<file path="src/rtl/conv_inst_sequencer.sv">
// conv_inst_sequencer
//   Generates the 34-bit core instruction stream for a full convolution run.
//   For every kernel index it walks through: array clear, weight SRAM -> L0,
//   kernel load, activation SRAM -> L0, execute, drain, and OFIFO readout
//   with writeback into psum memory.
//
// Ports
//   clk          clock
//   reset        asynchronous, active-low reset
//   start        begin a run (only honoured while idle)
//   abort        synchronous return to idle from any state
//   ofifo_valid  core OFIFO holds data
//   inst         registered core instruction word
//   xw_mode      0 = activation path, 1 = weight path
//   core_reset   active-high clear to core/array
//   busy         run in progress
//   done         one-cycle pulse at the end of a completed run
//   kij_idx      current kernel index
//
// Instruction word layout
//   [33] acc  [32] CEN_pmem  [31] WEN_pmem  [30:20] A_pmem
//   [19] CEN_xmem  [18] WEN_xmem  [17:7] A_xmem
//   [6] ofifo_rd [5] ififo_wr [4] ififo_rd [3] l0_rd [2] l0_wr [1] execute [0] load

module conv_inst_sequencer #(
    parameter int row     = 8,
    parameter int col     = 8,
    parameter int len_kij = 9,
    parameter int len_nij = 36,
    parameter int addr_w  = 11,
    parameter int w_base  = 1024,
    parameter int rst_cyc = 10,
    parameter int gap_cyc = 12
) (
    input  logic        clk,
    input  logic        reset,
    input  logic        start,
    input  logic        abort,
    input  logic        ofifo_valid,
    output logic [33:0] inst,
    output logic        xw_mode,
    output logic        core_reset,
    output logic        busy,
    output logic        done,
    output logic [3:0]  kij_idx
);

    function automatic int max2(input int a, input int b);
        return (a > b) ? a : b;
    endfunction

    localparam int CMAX  = max2(max2(max2(rst_cyc, gap_cyc), max2(col, len_nij)), row + col);
    localparam int CNT_W = $clog2(CMAX + 1);
    localparam int PW    = $clog2(len_nij + 1);

    localparam logic [33:0] IDLE_WORD = {1'b0, 1'b1, 1'b1, {addr_w{1'b0}},
                                         1'b1, 1'b1, {addr_w{1'b0}}, 7'd0};

    // Elaboration-time parameter sanity; addresses are never wrapped in logic.
    if (longint'(len_kij) * longint'(len_nij) > (longint'(1) << addr_w)) begin : g_chk_pmem
        $error("conv_inst_sequencer: len_kij*len_nij exceeds pmem address space");
    end
    if (longint'(w_base) + longint'(col) > (longint'(1) << addr_w)) begin : g_chk_xmem
        $error("conv_inst_sequencer: w_base+col exceeds xmem address space");
    end
    if (len_kij > 16) begin : g_chk_kij
        $error("conv_inst_sequencer: len_kij must not exceed 16");
    end

    typedef enum logic [3:0] {
        S_IDLE, S_CLR, S_WLD, S_WDRN, S_KLOAD, S_GAP,
        S_XLD, S_XDRN, S_EXEC, S_DRAIN, S_OFRD, S_DONE
    } state_t;

    state_t              state_q, state_d;
    logic [CNT_W-1:0]    t_q, t_d;
    logic [3:0]          kij_q, kij_d;
    logic [PW-1:0]       popped_q, popped_d;
    logic                pend_q, pend_d;
    logic [addr_w-1:0]   paddr_q, paddr_d;

    logic [33:0]         inst_q, inst_d;
    logic                xw_mode_q, xw_mode_d;
    logic                core_reset_q, core_reset_d;
    logic                busy_q, busy_d;
    logic                done_q, done_d;
    logic [3:0]          kij_idx_q, kij_idx_d;

    // Instruction fields assembled into inst_d
    logic                cen_p, wen_p, cen_x, wen_x;
    logic [addr_w-1:0]   a_p, a_x;
    logic                ofifo_rd, l0_rd, l0_wr, exec_s, load_s;

    always_comb begin
        state_d      = state_q;
        t_d          = t_q + CNT_W'(1);
        kij_d        = kij_q;
        popped_d     = popped_q;
        pend_d       = 1'b0;
        paddr_d      = paddr_q;

        cen_p        = 1'b1;
        wen_p        = 1'b1;
        a_p          = '0;
        cen_x        = 1'b1;
        wen_x        = 1'b1;
        a_x          = '0;
        ofifo_rd     = 1'b0;
        l0_rd        = 1'b0;
        l0_wr        = 1'b0;
        exec_s       = 1'b0;
        load_s       = 1'b0;

        xw_mode_d    = 1'b0;
        core_reset_d = 1'b0;
        busy_d       = 1'b1;
        done_d       = 1'b0;

        unique case (state_q)
            S_IDLE: begin
                busy_d = 1'b0;
                t_d    = '0;
                if (start) begin
                    state_d  = S_CLR;
                    kij_d    = '0;
                    paddr_d  = '0;
                    popped_d = '0;
                end
            end
            S_CLR: begin
                core_reset_d = 1'b1;
                if (t_q == CNT_W'(rst_cyc - 1)) begin
                    state_d = S_WLD;
                    t_d     = '0;
                end
            end
            S_WLD: begin
                // SRAM read data arrives one cycle after the address, so the
                // L0 write strobe trails the first read by a cycle.
                xw_mode_d = 1'b1;
                cen_x     = 1'b0;
                a_x       = addr_w'(w_base) + addr_w'(t_q);
                l0_wr     = (t_q != '0);
                if (t_q == CNT_W'(col - 1)) begin
                    state_d = S_WDRN;
                    t_d     = '0;
                end
            end
            S_WDRN: begin
                xw_mode_d = 1'b1;
                l0_wr     = 1'b1;
                state_d   = S_KLOAD;
                t_d       = '0;
            end
            S_KLOAD: begin
                l0_rd  = 1'b1;
                load_s = 1'b1;
                if (t_q == CNT_W'(col - 1)) begin
                    state_d = S_GAP;
                    t_d     = '0;
                end
            end
            S_GAP: begin
                if (t_q == CNT_W'(gap_cyc - 1)) begin
                    state_d = S_XLD;
                    t_d     = '0;
                end
            end
            S_XLD: begin
                cen_x = 1'b0;
                a_x   = addr_w'(t_q);
                l0_wr = (t_q != '0);
                if (t_q == CNT_W'(len_nij - 1)) begin
                    state_d = S_XDRN;
                    t_d     = '0;
                end
            end
            S_XDRN: begin
                l0_wr   = 1'b1;
                state_d = S_EXEC;
                t_d     = '0;
            end
            S_EXEC: begin
                exec_s = 1'b1;
                l0_rd  = 1'b1;
                if (t_q == CNT_W'(len_nij - 1)) begin
                    state_d = S_DRAIN;
                    t_d     = '0;
                end
            end
            S_DRAIN: begin
                if (t_q == CNT_W'(row + col - 1)) begin
                    state_d  = S_OFRD;
                    t_d      = '0;
                    popped_d = '0;
                end
            end
            S_OFRD: begin
                t_d = '0;
                if (ofifo_valid && (popped_q < PW'(len_nij))) begin
                    ofifo_rd = 1'b1;
                    popped_d = popped_q + PW'(1);
                    pend_d   = 1'b1;
                end
                // Every kij writes exactly len_nij words, so a running
                // counter equals kij*len_nij + pop ordinal.
                if (pend_q) begin
                    cen_p   = 1'b0;
                    wen_p   = 1'b0;
                    a_p     = paddr_q;
                    paddr_d = paddr_q + addr_w'(1);
                end
                if (pend_q && (popped_q == PW'(len_nij))) begin
                    if (kij_q == 4'(len_kij - 1)) begin
                        state_d = S_DONE;
                    end else begin
                        kij_d   = kij_q + 4'd1;
                        state_d = S_CLR;
                    end
                end
            end
            S_DONE: begin
                busy_d  = 1'b0;
                done_d  = 1'b1;
                t_d     = '0;
                state_d = S_IDLE;
            end
            default: begin
                busy_d  = 1'b0;
                t_d     = '0;
                state_d = S_IDLE;
            end
        endcase

        inst_d    = {1'b0, cen_p, wen_p, a_p, cen_x, wen_x, a_x,
                     ofifo_rd, 2'b00, l0_rd, l0_wr, exec_s, load_s};
        kij_idx_d = kij_q;

        if (abort) begin
            state_d      = S_IDLE;
            t_d          = '0;
            kij_d        = '0;
            popped_d     = '0;
            pend_d       = 1'b0;
            inst_d       = IDLE_WORD;
            xw_mode_d    = 1'b0;
            core_reset_d = 1'b0;
            busy_d       = 1'b0;
            done_d       = 1'b0;
            kij_idx_d    = '0;
        end
    end

    always_ff @(posedge clk or negedge reset) begin
        if (!reset) begin
            state_q      <= S_IDLE;
            t_q          <= '0;
            kij_q        <= '0;
            popped_q     <= '0;
            pend_q       <= 1'b0;
            paddr_q      <= '0;
            inst_q       <= IDLE_WORD;
            xw_mode_q    <= 1'b0;
            core_reset_q <= 1'b0;
            busy_q       <= 1'b0;
            done_q       <= 1'b0;
            kij_idx_q    <= '0;
        end else begin
            state_q      <= state_d;
            t_q          <= t_d;
            kij_q        <= kij_d;
            popped_q     <= popped_d;
            pend_q       <= pend_d;
            paddr_q      <= paddr_d;
            inst_q       <= inst_d;
            xw_mode_q    <= xw_mode_d;
            core_reset_q <= core_reset_d;
            busy_q       <= busy_d;
            done_q       <= done_d;
            kij_idx_q    <= kij_idx_d;
        end
    end

    assign inst       = inst_q;
    assign xw_mode    = xw_mode_q;
    assign core_reset = core_reset_q;
    assign busy       = busy_q;
    assign done       = done_q;
    assign kij_idx    = kij_idx_q;

endmodule
</file>
<file path="config.mk">
export PLATFORM = sky130hd
export DESIGN_NAME = conv_inst_sequencer
export DESIGN_NICKNAME = d
export VERILOG_FILES = /design/src/rtl/conv_inst_sequencer.sv
export SDC_FILE = /design/constraint.sdc
export NUM_CORES = 1
export LEC_CHECK = 0
export CAP_MARGIN = 20
export CELL_PAD_IN_SITES_DETAIL_PLACEMENT = 2
export CELL_PAD_IN_SITES_GLOBAL_PLACEMENT = 2
export CORE_AREA = 2 2 97 99
export CTS_BUF_LIST = sky130_fd_sc_hd__clkbuf_4 sky130_fd_sc_hd__clkbuf_8
export CTS_CLUSTER_DIAMETER = 200
export DETAILED_ROUTE_END_ITERATION = 16
export DIE_AREA = 0 0 99 101
export GPL_ROUTABILITY_DRIVEN = 1
export PLACE_DENSITY_LB_ADDON = 0.2
export SYNTH_ARGS = -nofsm -noshare
export SYNTH_HDL_FRONTEND = slang
export SYNTH_SLANG_ARGS = --single-unit
</file>
<file path="constraint.sdc">
create_clock -name clk -period 2.25 [get_ports clk]
set_input_delay 0.45 -clock clk [delete_from_list [all_inputs] [get_ports clk]]
set_output_delay 0.45 -clock clk [all_outputs]
set_load 0.03 [all_outputs]
</file>
==> reports/results.ini, run 1 <==
[global_routing]
antenna_found_initial = 0
gr-usage-met3_pct = 3.398
grt_usage_pct = 17.69
grt_pass1_vias = 2673
grt_pass1_wl_um = 13940
grt_max_degree = 65
overflow = 0
gr-usage-met1_pct = 23.16
busiest_layer = met2
use_met2_pct = 29.37

[power]
p_sw_uw = 954.1
irDropWorstVdd_uv = 264.1
combPwrFrac_pct = 24.6
p_int_uw = 2228
power_frac_seq_pct = 40.1
p_per_area_nw_per_um2 = 817.1
clkPwrFrac_pct = 35.3
p_leak_uw = 0.001718
swShare_pct = 29.99

[layout]
area_delta_synth_final_pct = 26.81
final_cell_mix = 60 x dfrtp_1, 37 x clkdlybuf4s50_1, 27 x nor2_1
nFillCells = 939
ff_latch_area_um2 = 1607
multi_input_area_um2 = 1314
layout_commonest_cell = dfrtp_1
nNetsFinal = 375
drive_gt1_share_pct = 14.21
antenna_cells = 0
fin_area_um2 = 3894

[clock_tree]
cts_setup_buffers = 0
clk_path_buf_depth = 2
cts_hold_buffers = 0
cts_buffers = 9
root_buffer = clkbuf_8
clkLatencyLatePin_ns = 0.34
cts_htree_levels = 3
cts_tree = done
clock-sinks = 64
clk_pin_slew_worst_paths_ns = 0.07

[floorplan]
die_area_um2 = 9999
boundaryPins = 47
dieHeight_um = 101
die_w_um = 99
start_util_pct = 34.20
fp-row-count = 35
coreArea_um2 = 8977

[worst_setup_path]
worst_setup_path_end_kind = flop
crit_start = state_q[3]$_DFFE_PN0P_
rr_worst_depth = 6
crit_fanout = 16
worst-r2r-setup-slack_ns = 0.17
arrival_ns = 2.35
path_class = flop to flop
crit_required_ns = 2.53
startpoint_type = flop
r2r_start = state_q[3]$_DFFE_PN0P_
r2r-end = popped_q[5]$_DFFE_PN0P_

[synthesis]
synth.avg_cell_area_um2 = 10.10
ys_warn_count = 0
ys.flop_type = dfrtp_1
synth-seq-area-share_pct = 52.24
synthArstFlopShare_pct = 100.0
synth_edf_count = 0
synth.largest_area_cell = dfrtp_1
synthTopCellsByArea = dfrtp_1 51%, ha_1 3.7%, o21ai_0 3.6%
synth_area_um2 = 3070
netlist.area_leader.share_pct = 50.53
synth_cell_types = 50
ys_ff_latch = 64
syn-instance-count = 304

[sta]
finalHoldViolCount = 0
worstMarginPinSlew_ns = 0.5262
fin_crit_sh_pct = 92.33
setup-tns-final_ns = 0
slew_headroom_pct = 64.92
finalClockSkew_ns = 0.01228
max_freq_ghz = 0.4814
final-setup-viol-count = 0
rsz0062_at_grt = no
drv_slew = 0
finalCriticalPeriod_ns = 2.077

[placement]
io_buffer_count = 38
placed_area_um2 = 3652
dpl.hpwl_um = 5676
gp_congestion = 0.7917

[routing]
wl_per_cell_um = 16.84
drc_errors = 0
num_vias = 2440
viasPerCell = 5.115
drt_wl_total_um = 8033
first_iter_violations = 67
firstDrtPassIters = 4
antenna_left = 0

[min_path]
hold_class = input port to async pin

[job]
maxCapViolCount = 0

[status]
status = finished, final reports clean

-- timing repair --
action / in CTS / in global routing
hold endpoints to repair: 0 / 0
setup endpoints to repair: 0 / 13
resized for setup: 0 / 5
-- logic make-up after synthesis --
family,count (synthesis),share of synthesized area [%]
AND/OR/NAND/NOR,128,22.78
flip-flops,64,52.24
AO/OA/AOI/OAI,51,10.23
buffers and inverters,35,6.153
adder cells (fa/ha/maj),9,3.668
XOR/XNOR,8,2.282
multiplexers,7,2.404
other,2,0.2446
-- flip-flops by register name, indices dropped and copies added, names as in the netlist --
| signal | flops |
|---|---|
| busy | 1 |
| core_reset | 1 |
| done | 1 |
| inst | 25 |
| kij_idx | 4 |
| kij_q | 4 |
| paddr_q | 11 |
| popped_q | 6 |
| state_q | 4 |
| t_q | 6 |
| xw_mode | 1 |
-- metal layers --
metal | share of wire, % | vias up
met5 | 0 | -
met1 | 45 | 1247
met2 | 50 | 33
met4 | 1.4 | 0
met3 | 2.8 | 11
li1 | - | 1149
-- cell type report --
cell class / count / share of cell area [%]
clock buffer: 13 / 4.113
clock inverter: 3 / 1.671
inverter: 15 / 1.446
multi-input combinational: 211 / 33.74
sequential: 64 / 41.26
tap: 111 / 3.567
timing repair buffer: 60 / 14.20
-- worst max-delay path by stage --
stage	endpoint	slack, ns	cells after the start
2_1_floorplan	state_q[1]$_DFFE_PN0P_	0.40	6
3_3_place_gp	paddr_q[10]$_DFFE_PN0P_	0.07	6
3_5_place_dp	popped_q[0]$_DFFE_PN0P_	0.005	6
4_1_cts	popped_q[2]$_DFFE_PN0P_	0.07	7
5_1_grt	popped_q[2]$_DFFE_PN0P_	0.002	6
6_report	popped_q[5]$_DFFE_PN0P_	0.17	6
-- Yosys cell counts (3+ instances only) --
cell type,n
nor3_1,18
buf_2,4
xnor2_1,4
or3_1,6
nor2_1,27
ha_1,9
nand4_1,3
o21ai_0,22
nand2_1,18
buf_4,12
and2_1,15
inv_1,14
dfrtp_1,62
nand3_1,8
nand2b_1,9
mux2i_1,4
nor4_1,7
and3_1,3
o31ai_1,3
a31oi_1,4
xor2_1,4
a21oi_1,9
-- worst max-delay path, cell delays in order, from the launching register on --
cell and delay, ns:
dfrtp_1 0.67, nand2b_1 0.19, buf_4 0.20, or3_1 0.40, nor3_1 0.31, a31oi_1 0.13, nor2_1 0.09
-- stage by stage --
| step | worst slack [ns] | hold WS [ns] | std cells | util [%] | power, uW |
|---|---|---|---|---|---|
| 2_1_floorplan | 0.3982 | 0.1544 | 310 | - | 1742 |
| 3_3_place_gp | 0.06726 | 0.4824 | 461 | 40.68 | 2047 |
| 3_5_place_dp | 0.004647 | 0.4975 | 461 | 40.68 | 2068 |
| 4_1_cts | 0.06892 | 0.1267 | 477 | 43.19 | 3216 |
| 5_1_grt | 0.002401 | 0.1436 | 477 | 43.37 | 3367 |
| 6_report | 0.1726 | 0.1191 | 477 | 43.37 | 3182 |
-- power groups by stage --
stage	registers [uW]	logic (uW)	clock network, uW
finish	1280	781	1120
global route	1290	869	1210
CTS	1270	783	1160
detailed placement	1300	771	0
global placement	1300	751	0
floorplan	1290	457	0
Power figures use the tool's default switching activity.
==> inputs of run 2 (changes only) <==
--- a/config.mk
+++ b/config.mk
@@ -5,7 +5,7 @@
 export SDC_FILE = /design/constraint.sdc
 export NUM_CORES = 1
 export LEC_CHECK = 0
-export CAP_MARGIN = 20
+export CAP_MARGIN = 10
 export CELL_PAD_IN_SITES_DETAIL_PLACEMENT = 2
 export CELL_PAD_IN_SITES_GLOBAL_PLACEMENT = 2
 export CORE_AREA = 2 2 97 99
==> results of run 2 <==
Same layout as run 1: the final DEF is identical, and so are final timing and power.
==> inputs of run 3 (changes only) <==
--- a/config.mk
+++ b/config.mk
@@ -15,6 +15,7 @@
 export DIE_AREA = 0 0 99 101
 export GPL_ROUTABILITY_DRIVEN = 1
 export PLACE_DENSITY_LB_ADDON = 0.2
+export SETUP_SLACK_MARGIN = 0.15
 export SYNTH_ARGS = -nofsm -noshare
 export SYNTH_HDL_FRONTEND = slang
 export SYNTH_SLANG_ARGS = --single-unit
==> run 3 against run 2 <==
Global-route usage is essentially flat; largest power group unchanged; routed wire length grew 0.19%; sequential cell count is the same; worst setup slack gained 0.11 ns; critical endpoint is now inst[31].
==> reports/results.ini, run 3 (synthesis results as in run 1) <==
[routing]
top_layer = met4
wl_per_cell_um = 16.87
wl_met1_um = 3604
num_vias = 2446
viasPerCell = 5.128
met3_length_um = 247
drt_wl_total_um = 8048
drc_errors = 0
wl_met2_um = 4090
first_iter_violations = 60
antenna_left = 0
firstDrtPassIters = 4

[sta]
finalClockSkew_ns = 0.01141
setup-tns-final_ns = 0
drv_slew = 0
finalCriticalPeriod_ns = 1.972
final-setup-viol-count = 0
finalHoldViolCount = 0
rsz0062_at_grt = no
fin_ws_ns = 0.2779
fin_crit_sh_pct = 87.65
max_freq_ghz = 0.5071

[clock_tree]
clk_path_buf_depth = 2
cts_tree = done
cts_setup_buffers = 0
cts_htree_levels = 3
cts_buffers = 9
clk_pin_slew_worst_paths_ns = 0.06
clkLatencyLatePin_ns = 0.34
root_buffer = clkbuf_8
clock-sinks = 64

[layout]
nFillCells = 939
area_delta_synth_final_pct = 28.12
drive_gt1_share_pct = 16.39
largest_reg_flops = 25
antenna_cells = 0
layout_commonest_cell = dfrtp_1
ff_latch_area_um2 = 1610
fin_area_um2 = 3934
final_cell_mix = 57 x dfrtp_1, 37 x clkdlybuf4s50_1, 27 x nor2_1
nNetsFinal = 375
postLayoutCoreUtil_pct = 43.82
multi_input_area_um2 = 1350

[worst_setup_path]
crit_family = buffers and inverters
critPathMaxStageDelay_ns = 0.66
crit_required_ns = 1.80
slowest_stage = clkdlybuf4s50_1
r2r-end = state_q[1]$_DFFE_PN0P_
startpoint_type = flop
path_class = flop to primary output
rr_worst_depth = 5
arrival_ns = 1.52
crit_chain = clkdlybuf4s50_1
worst_setup_path_end_kind = primary output
worst-r2r-setup-slack_ns = 0.28
crit_fanout = 2
r2r_start = t_q[4]$_DFF_PN0_
crit_buf_inv = 1

[status]
status = finished, final reports clean

[power]
p_total_uw = 3190
p_per_area_nw_per_um2 = 810.9
p_leak_uw = 0.001713
irDropWorstVdd_uv = 264.7

[min_path]
hold_class = input port to async pin

[floorplan]
start_util_pct = 34.20
boundaryPins = 47
coreArea_um2 = 8977
die_area_um2 = 9999
die_w_um = 99
fp-row-count = 35
dieHeight_um = 101

[placement]
dpl.hpwl_um = 5676
gp_congestion = 0.7917
post-place-ws_ns = 0.004647
placed_area_um2 = 3652
io_buffer_count = 38

[global_routing]
grt_usage_pct = 17.66
overflow = 0
antenna_found_initial = 0
grt_max_degree = 65
grt_pass1_vias = 2668
grt_pass1_wl_um = 13910

[job]
maxCapViolCount = 0

-- run 3: changes by cell type in the layout (fill, tap and decap cells not counted), moves of 2 or more --
cell	delta
nor4_1	-2
dfrtp_2	+3
dfrtp_1	-3
nor4_2	+2
-- run 3: layout make-up --
cell class	instances	share of cell area, %
flip-flops and latches	64	40.94
multi-input cells	211	34.32
repair buffers	60	14.06
clock buffers	13	4.071
well taps	111	3.531
clock inverters	3	1.654
inverters	15	1.431
-- run 3: worst register-to-register path, cell delays in order (launching register included) --
cell	delay, ns
dfrtp_1	0.49
nor3_2	0.30
a41oi_1	0.15
o22a_1	0.24
nor4_4	0.33
mux2_1	0.35
-- run 3: worst max-delay path by stage --
stage / startpoint / end / slack, ns / cells after the start
finish: inst[31]$_DFF_PN1_ / inst[31] / 0.28 / 1
global route: t_q[0]$_DFF_PN0_ / popped_q[2]$_DFFE_PN0P_ / 0.15 / 7
CTS: t_q[4]$_DFF_PN0_ / state_q[1]$_DFFE_PN0P_ / 0.15 / 5
detailed placement: start / popped_q[0]$_DFFE_PN0P_ / 0.005 / 6
global placement: start / paddr_q[10]$_DFFE_PN0P_ / 0.07 / 6
floorplan: t_q[2]$_DFF_PN0_ / state_q[1]$_DFFE_PN0P_ / 0.40 / 6
-- run 3: what timing repair did --
item | 4_1_cts | 5_1_grt
hold buffers | 0 | 0
resized for setup | 4 | 9
setup endpoints to repair | 8 | 19
-- run 3: per-stage QoR --
step	std cells	hold slack (ns)
after CTS	477	0.1267
after global placement	461	0.4824
after global routing	477	0.1435
after detailed placement	461	0.4975
final	477	0.1223
after floorplan	310	0.1544
-- run 3: layer usage --
| metal | track usage (%) | up-vias |
|---|---|---|
| met2 | 29.37 | 37 |
| met3 | 3.398 | 10 |
| met4 | 6.322 | 0 |
| met1 | 23.07 | 1251 |
| li1 | - | 1148 |
| met5 | 0 | - |
-- run 3: where the power goes --
part	internal, uW	switching, uW	leakage [uW]
registers	1200	83.2	0.000876
logic	346	444	0.000719
clock network	690	427	0.000118
